===== src/rtl/rom_load_pkg.sv =====
// Shared types and the ROM image layout for the download sequencer.
// Regions are laid out back to back, so the image size is also the first invalid offset.
package rom_load_pkg;

  typedef enum logic [1:0] {WAIT_DL, LOAD, HOLD, RUN} state_e;

  localparam int unsigned R0_BASE     = 32'h0000;
  localparam int unsigned R0_SIZE     = 2048;
  localparam int unsigned R1_BASE     = 32'h0800;
  localparam int unsigned R1_SIZE     = 2048;
  localparam int unsigned R2_BASE     = 32'h1000;
  localparam int unsigned R2_SIZE     = 1024;
  localparam int unsigned R3_BASE     = 32'h1400;
  localparam int unsigned R3_SIZE     = 1024;
  localparam int unsigned TOTAL_BYTES = R3_BASE + R3_SIZE;

  typedef struct packed {
    logic        valid;
    logic [3:0]  we;
    logic [10:0] rel;
  } region_t;

  function automatic region_t region_of(input logic [31:0] addr);
    region_t r;
    r = '0;
    if (addr < R1_BASE) begin
      r.we  = 4'b0001;
      r.rel = 11'(addr - R0_BASE);
    end else if (addr < R2_BASE) begin
      r.we  = 4'b0010;
      r.rel = 11'(addr - R1_BASE);
    end else if (addr < R3_BASE) begin
      r.we  = 4'b0100;
      r.rel = 11'(addr - R2_BASE);
    end else if (addr < TOTAL_BYTES) begin
      r.we  = 4'b1000;
      r.rel = 11'(addr - R3_BASE);
    end
    r.valid = (addr < TOTAL_BYTES);
    return r;
  endfunction

endpackage


===== src/rtl/rom_region_decode.sv =====
// Combinational decode of a flat image offset into a one-hot ROM strobe and
// region-relative address.
module rom_region_decode
  import rom_load_pkg::*;
#(
  parameter int unsigned ADDR_W = 16
) (
  input  logic [ADDR_W-1:0] addr,
  output logic [3:0]        we,
  output logic [10:0]       rel,
  output logic              in_range
);

  region_t r;

  always_comb begin
    r        = region_of(32'(addr));
    we       = r.we;
    rel      = r.rel;
    in_range = r.valid;
  end

endmodule


===== src/rtl/rom_load_ctrl.sv =====
// Steers the HPS download stream into the core ROMs and holds the core in reset
// until a complete, in-range image has been written.
module rom_load_ctrl
  import rom_load_pkg::*;
#(
  parameter int unsigned HOLD_CYCLES = 16,
  parameter int unsigned ADDR_W      = 16
) (
  input  logic              clk_sys,
  input  logic              Reset_n,
  input  logic              ext_reset,
  input  logic              dn_download,
  input  logic              dn_wr,
  input  logic [ADDR_W-1:0] dn_addr,
  input  logic [7:0]        dn_data,
  output logic [10:0]       rom_addr,
  output logic [7:0]        rom_data,
  output logic [3:0]        rom_we,
  output logic              game_reset_n,
  output logic              load_done,
  output logic              load_err
);

  localparam int unsigned   HW        = (HOLD_CYCLES > 1) ? $clog2(HOLD_CYCLES) : 1;
  localparam logic [HW-1:0] HOLD_LAST = HW'(HOLD_CYCLES - 1);

  state_e        state_q, state_d;
  logic          dl_q, dl_qq;
  logic [12:0]   byte_cnt_q, byte_cnt_d;
  logic          err_q, err_d;
  logic [HW-1:0] hold_q, hold_d;
  logic          load_done_q, load_done_d;
  logic          load_err_q, load_err_d;
  logic          grn_q, grn_d;
  logic [3:0]    rom_we_q;
  logic [10:0]   rom_addr_q;
  logic [7:0]    rom_data_q;

  logic [3:0]    dec_we;
  logic [10:0]   dec_rel;
  logic          dec_in_range;
  logic          wr_req, accept, rise, start;

  rom_region_decode #(
    .ADDR_W (ADDR_W)
  ) u_decode (
    .addr     (dn_addr),
    .we       (dec_we),
    .rel      (dec_rel),
    .in_range (dec_in_range)
  );

  assign wr_req = dn_download & dn_wr;
  assign accept = wr_req & dec_in_range;
  // Edge seen between the two sampled copies, so transitions lag the sampling edge by one cycle.
  assign rise   = dl_q & ~dl_qq;

  always_comb begin
    state_d     = state_q;
    hold_d      = hold_q;
    load_done_d = load_done_q;
    load_err_d  = load_err_q;
    start       = 1'b0;
    unique case (state_q)
      WAIT_DL: begin
        if (rise) begin
          state_d = LOAD;
          start   = 1'b1;
        end
      end
      LOAD: begin
        if (!dl_q) begin
          if (byte_cnt_q == 13'(TOTAL_BYTES) && !err_q) begin
            state_d    = HOLD;
            hold_d     = '0;
            load_err_d = 1'b0;
          end else begin
            state_d    = WAIT_DL;
            load_err_d = 1'b1;
          end
        end
      end
      HOLD: begin
        if (rise) begin
          state_d = LOAD;
          start   = 1'b1;
        end else if (ext_reset) begin
          hold_d = '0;
        end else if (hold_q == HOLD_LAST) begin
          state_d     = RUN;
          load_done_d = 1'b1;
        end else begin
          hold_d = hold_q + 1'b1;
        end
      end
      RUN: begin
        if (rise) begin
          state_d = LOAD;
          start   = 1'b1;
        end
      end
      default: state_d = WAIT_DL;
    endcase

    if (start) begin
      load_done_d = 1'b0;
      load_err_d  = 1'b0;
    end

    byte_cnt_d = start ? '0 : byte_cnt_q;
    if (accept && byte_cnt_d != '1) byte_cnt_d = byte_cnt_d + 1'b1;

    err_d = start ? 1'b0 : err_q;
    if (wr_req && !dec_in_range) err_d = 1'b1;

    // Computed from the next state so reset drops on the same edge LOAD is entered.
    grn_d = (state_d == RUN) && !ext_reset;
  end

  always_ff @(posedge clk_sys or negedge Reset_n) begin
    if (!Reset_n) begin
      state_q     <= WAIT_DL;
      dl_q        <= 1'b0;
      dl_qq       <= 1'b0;
      byte_cnt_q  <= '0;
      err_q       <= 1'b0;
      hold_q      <= '0;
      load_done_q <= 1'b0;
      load_err_q  <= 1'b0;
      grn_q       <= 1'b0;
      rom_we_q    <= '0;
      rom_addr_q  <= '0;
      rom_data_q  <= '0;
    end else begin
      state_q     <= state_d;
      dl_q        <= dn_download;
      dl_qq       <= dl_q;
      byte_cnt_q  <= byte_cnt_d;
      err_q       <= err_d;
      hold_q      <= hold_d;
      load_done_q <= load_done_d;
      load_err_q  <= load_err_d;
      grn_q       <= grn_d;
      rom_we_q    <= accept ? dec_we : 4'b0000;
      if (accept) begin
        rom_addr_q <= dec_rel;
        rom_data_q <= dn_data;
      end
    end
  end

  assign rom_we       = rom_we_q;
  assign rom_addr     = rom_addr_q;
  assign rom_data     = rom_data_q;
  assign game_reset_n = grn_q;
  assign load_done    = load_done_q;
  assign load_err     = load_err_q;

endmodule


===== config.mk =====
export PLATFORM = sky130hd
export DESIGN_NAME = rom_load_ctrl
export DESIGN_NICKNAME = d
export VERILOG_FILES = /design/src/rtl/rom_load_pkg.sv /design/src/rtl/rom_region_decode.sv /design/src/rtl/rom_load_ctrl.sv
export SDC_FILE = /design/constraint.sdc
export NUM_CORES = 1
export LEC_CHECK = 0
export CAP_MARGIN = 10
export CORE_MARGIN = 10
export CORE_UTILIZATION = 50
export CTS_BUF_LIST = sky130_fd_sc_hd__clkbuf_16
export CTS_CLUSTER_DIAMETER = 100
export DETAILED_ROUTE_END_ITERATION = 10
export PLACE_DENSITY = 0.83
export RECOVER_POWER = 100
export SLEW_MARGIN = 20
export SYNTH_ARGS = -nofsm -noshare
export SYNTH_HDL_FRONTEND = slang
export SYNTH_SLANG_ARGS = --single-unit

===== constraint.sdc =====
create_clock -name clk_sys -period 3.7 [get_ports clk_sys]
set_input_delay 0.555 -clock clk_sys [delete_from_list [all_inputs] [get_ports clk_sys]]
set_output_delay 0.555 -clock clk_sys [all_outputs]
set_load 0.02 [all_outputs]

==> metrics.md <==
| Metric | Value |
|---|---|
| P per Cell Area | `~510 mW/mm^2` |
| Area growth syn-to-layout | `30.9%` |
| Sequential fraction of the synthesis area | `0.506` |
| Setup violations, final | `0` |
| Clock Latency Late Sink | `0.29 ns` |
| Detailed Routing Iterations Pass 1 | `4` |
| Die area | `0.00790 mm^2` |
| Synth area leader | `dfrtp_1` |
| Die Span Y | `88.9 um` |
| Worst-Margin Slew | `2.55 ns` |
| Setup CP Type | `in2reg` |
| CTS root buf | `clkbuf_16` |
| Vias per inst | `5.80` |
| Post-CTS Setup Bufs | `0` |
| Synth top cells by count | `dfrtp_1, nand2_1, mux2_1, nor4_1` |
| Placed inst area | `0.00295 mm^2` |
| CP delay by family, top | `compound AO/OA/AOI/OAI gates` |
| Main combinational cell family by area after synthesis | `simple AND/OR/NAND/NOR gates` |
| Period utilization | `0.814` |
| Status | `finished with violations` |
| # rows | `25` |
| Drt total wl | `5750 um` |
| Pins Over Slew Limit | `between 40 and 50` |
| Cts hold-fix bufs | `0` |
| Max incr delay on CP | `0.72 ns` |
| CTS resizes | `0` |
| Total design power | `1.57 mW` |
| Aggregate global routing overflow | `0` |
| Synth Register Bits | `48` |
| Chip width | `88.9 um` |
| Post-synthesis adder-cell area fraction | `0.0264` |
| Hold slack | `around 0.48 ns` |
| Final hold vios | `0` |
| PortBufs | `54` |
| Number of buffers and inverters on the critical path | `1` |
| First-pass GRT wire length | `roughly 9400 um` |
| WP data required | `3.91 ns` |
| Filler instances | `approximately 370` |
| DRC | `0` |
| Fmax | `0.332 GHz` |
| Most common cell in the netlist | `dfrtp_1` |
| GRT Total Usage | `0.153` |
| Post-Synthesis Net Count | `241` |
| Initial core utilization | `0.509` |
| Largest cells by area after synthesis | `dfrtp_1, mux2_1, nand2_1` |
| Core area | `about 0.0047 mm^2` |
| Num CTS Buffers | `5` |
| XOR/XNOR Fraction of Synth Area | `0.0185` |
| Unrepaired setup endpoints after global routing | `no` |
| Unique masters post-synth | `just under 50` |
| Tmin final | `approximately 3.0 ns` |
| Via total after detailed routing | `roughly 1,800` |
| Slowest CP cell | `a2111oi_0` |
| Mapped cell area | `between 0.002 and 0.0025 mm^2` |
| Ports | `between 50 and 60` |
| Crit. End Element | `register` |
| Primary FF master, synth | `dfrtp_1` |
| Largest net degree at the start of global routing | `49` |
| Post-synthesis compound-gate area fraction | `0.110` |
| HP Class | `reg2reg` |
| Rel. slew slack | `-0.701` |
| DRT iter0 DRCs | `approximately 80` |
| Detail Placement HPWL | `4150 um` |
| Antenna diode count | `0` |
| Synth Area per Inst | `11.5 um^2` |
| Gpl congestion | `0.920` |
| Pleak | `1.37 nW` |
| CTS clk-pin slew, worst paths | `0.07 ns` |
| Peak VDD IR | `0.383 mV` |
| FFs w/ async S/R, synth | `1.00` |
| Final ANT Viol Nets | `0` |
| Vias in the first global route | `1,965` |
| WL/cell | `between 15 and 20 um` |
| CTS max path bufs | `2` |
| Nets | `296` |
| Crit path DAT | `3.22 ns` |
| Initial antenna violation count | `0` |
| Startpoint types | `input port` |
| Max-cap violations | `1` |
| Post-synth EDFFs | `0` |
| CP Max Fanout | `26` |
| # H-tree levels | `2` |
| Multiplexer share of the synthesized area | `0.118` |
| Yosys warns | `0` |
| Worst Skew | `0.00210 ns` |
| Failing checks | `max-capacitance violations, max-slew violations` |
| CTS tree | `done` |
| Share of cells above drive strength 1 | `0.0570` |
| Synth Instances | `207` |
| Area share of and/or/nand/nor cells after synthesis | `0.193` |
| Area share of the largest cell type after synthesis | `0.506` |
| Setup TNS | `0 ns` |
| CP cell instances | `dlygate4sd3_1, a2111oi_4, nand2_1, a2111oi_0, mux2i_1` |
| CTS sink cnt | `48` |
| Design area | `0.00311 mm^2` |
-- power by group --
group / leakage (nW) / switching [mW] / internal [mW]
Combinational: 0.644 / 0.191 / 0.159
Sequential: 0.631 / 0.0383 / 0.590
Clock: 0.0944 / 0.203 / 0.390
-- registers in the layout (all words and copies together), names as in the netlist, 2 cells and up --
register and flops:
rom_data 8, state_q 2, rom_we 4, hold_q 4, rom_addr 11, byte_cnt_q 13
-- cell usage in the layout (no fill, tap or decap), types with 4 or more instances in the layout --
cell             count
mux2i_1              5
nor4_1              10
nand3_1              5
and2_1               5
mux2_1              18
ha_1                 5
clkdlybuf4s50_1     25
xnor2_1              4
nand2b_1             4
a2111oi_0            4
o21ai_0              6
clkbuf_16            5
dlygate4sd3_1       28
inv_1                9
dfrtp_1             48
nand4_1              4
nor2_1               9
nand2_1             22
-- worst paths after layout --
check,to,startpoint,slack [ns],depth (start not counted)
setup / recovery,byte_cnt_q[9],dn_addr[15],0.69,5
hold / removal,load_done,load_done,0.48,1
setup reg to reg,byte_cnt_q[9],state_q[0],0.71,8
hold reg to reg,load_done,load_done,0.48,1
max in group asynchronous,byte_cnt_q[5],Reset_n,1.20,1
min in group asynchronous,rom_data[0],Reset_n,1.06,1
-- final cells by class --
cell class / count / area, um^2 / area share
clock buffer: 5 / 125 / 0.0403
sequential: 48 / 1200 / 0.386
multi-input combinational: 143 / 1070 / 0.345
timing repair buffer: 55 / 538 / 0.173
clock inverter: 3 / 68.8 / 0.0221
inverter: 9 / 33.8 / 0.0109
tap: 54 / 67.6 / 0.0217
-- metal layers --
| metal | vias to the layer above | track usage | part of all wire |
|---|---|---|---|
| met2 | 45 | 0.273 | 0.52 |
| met5 | - | 0 | 0 |
| met3 | 11 | 0.0410 | 0.044 |
| met1 | 913 | 0.171 | 0.42 |
| met4 | 0 | 0.0529 | 0.018 |
| li1 | 870 | - | - |
-- cells by family (layout without fill, tap and decap cells) --
family                   count (synthesis)  in the layout
AND/OR/NAND/NOR                         80             80
flip-flops                              48             48
AO/OA/AOI/OAI                           28             28
multiplexers                            25             25
buffers and inverters                   16             72
adder cells (fa/ha/maj)                  5              5
XOR/XNOR                                 5              5
-- per-stage QoR --
| step | util | worst slack (ns) | cells |
|---|---|---|---|
| global route | 0.667 | 0.490 | 317 |
| detailed placement | 0.633 | 0.908 | 309 |
| global placement | 0.633 | 0.962 | 309 |
| finish | 0.667 | 0.688 | 317 |
| CTS | 0.675 | 0.915 | 317 |
| floorplan | - | 1.06 | 207 |
(Power assumes the default switching activity.)
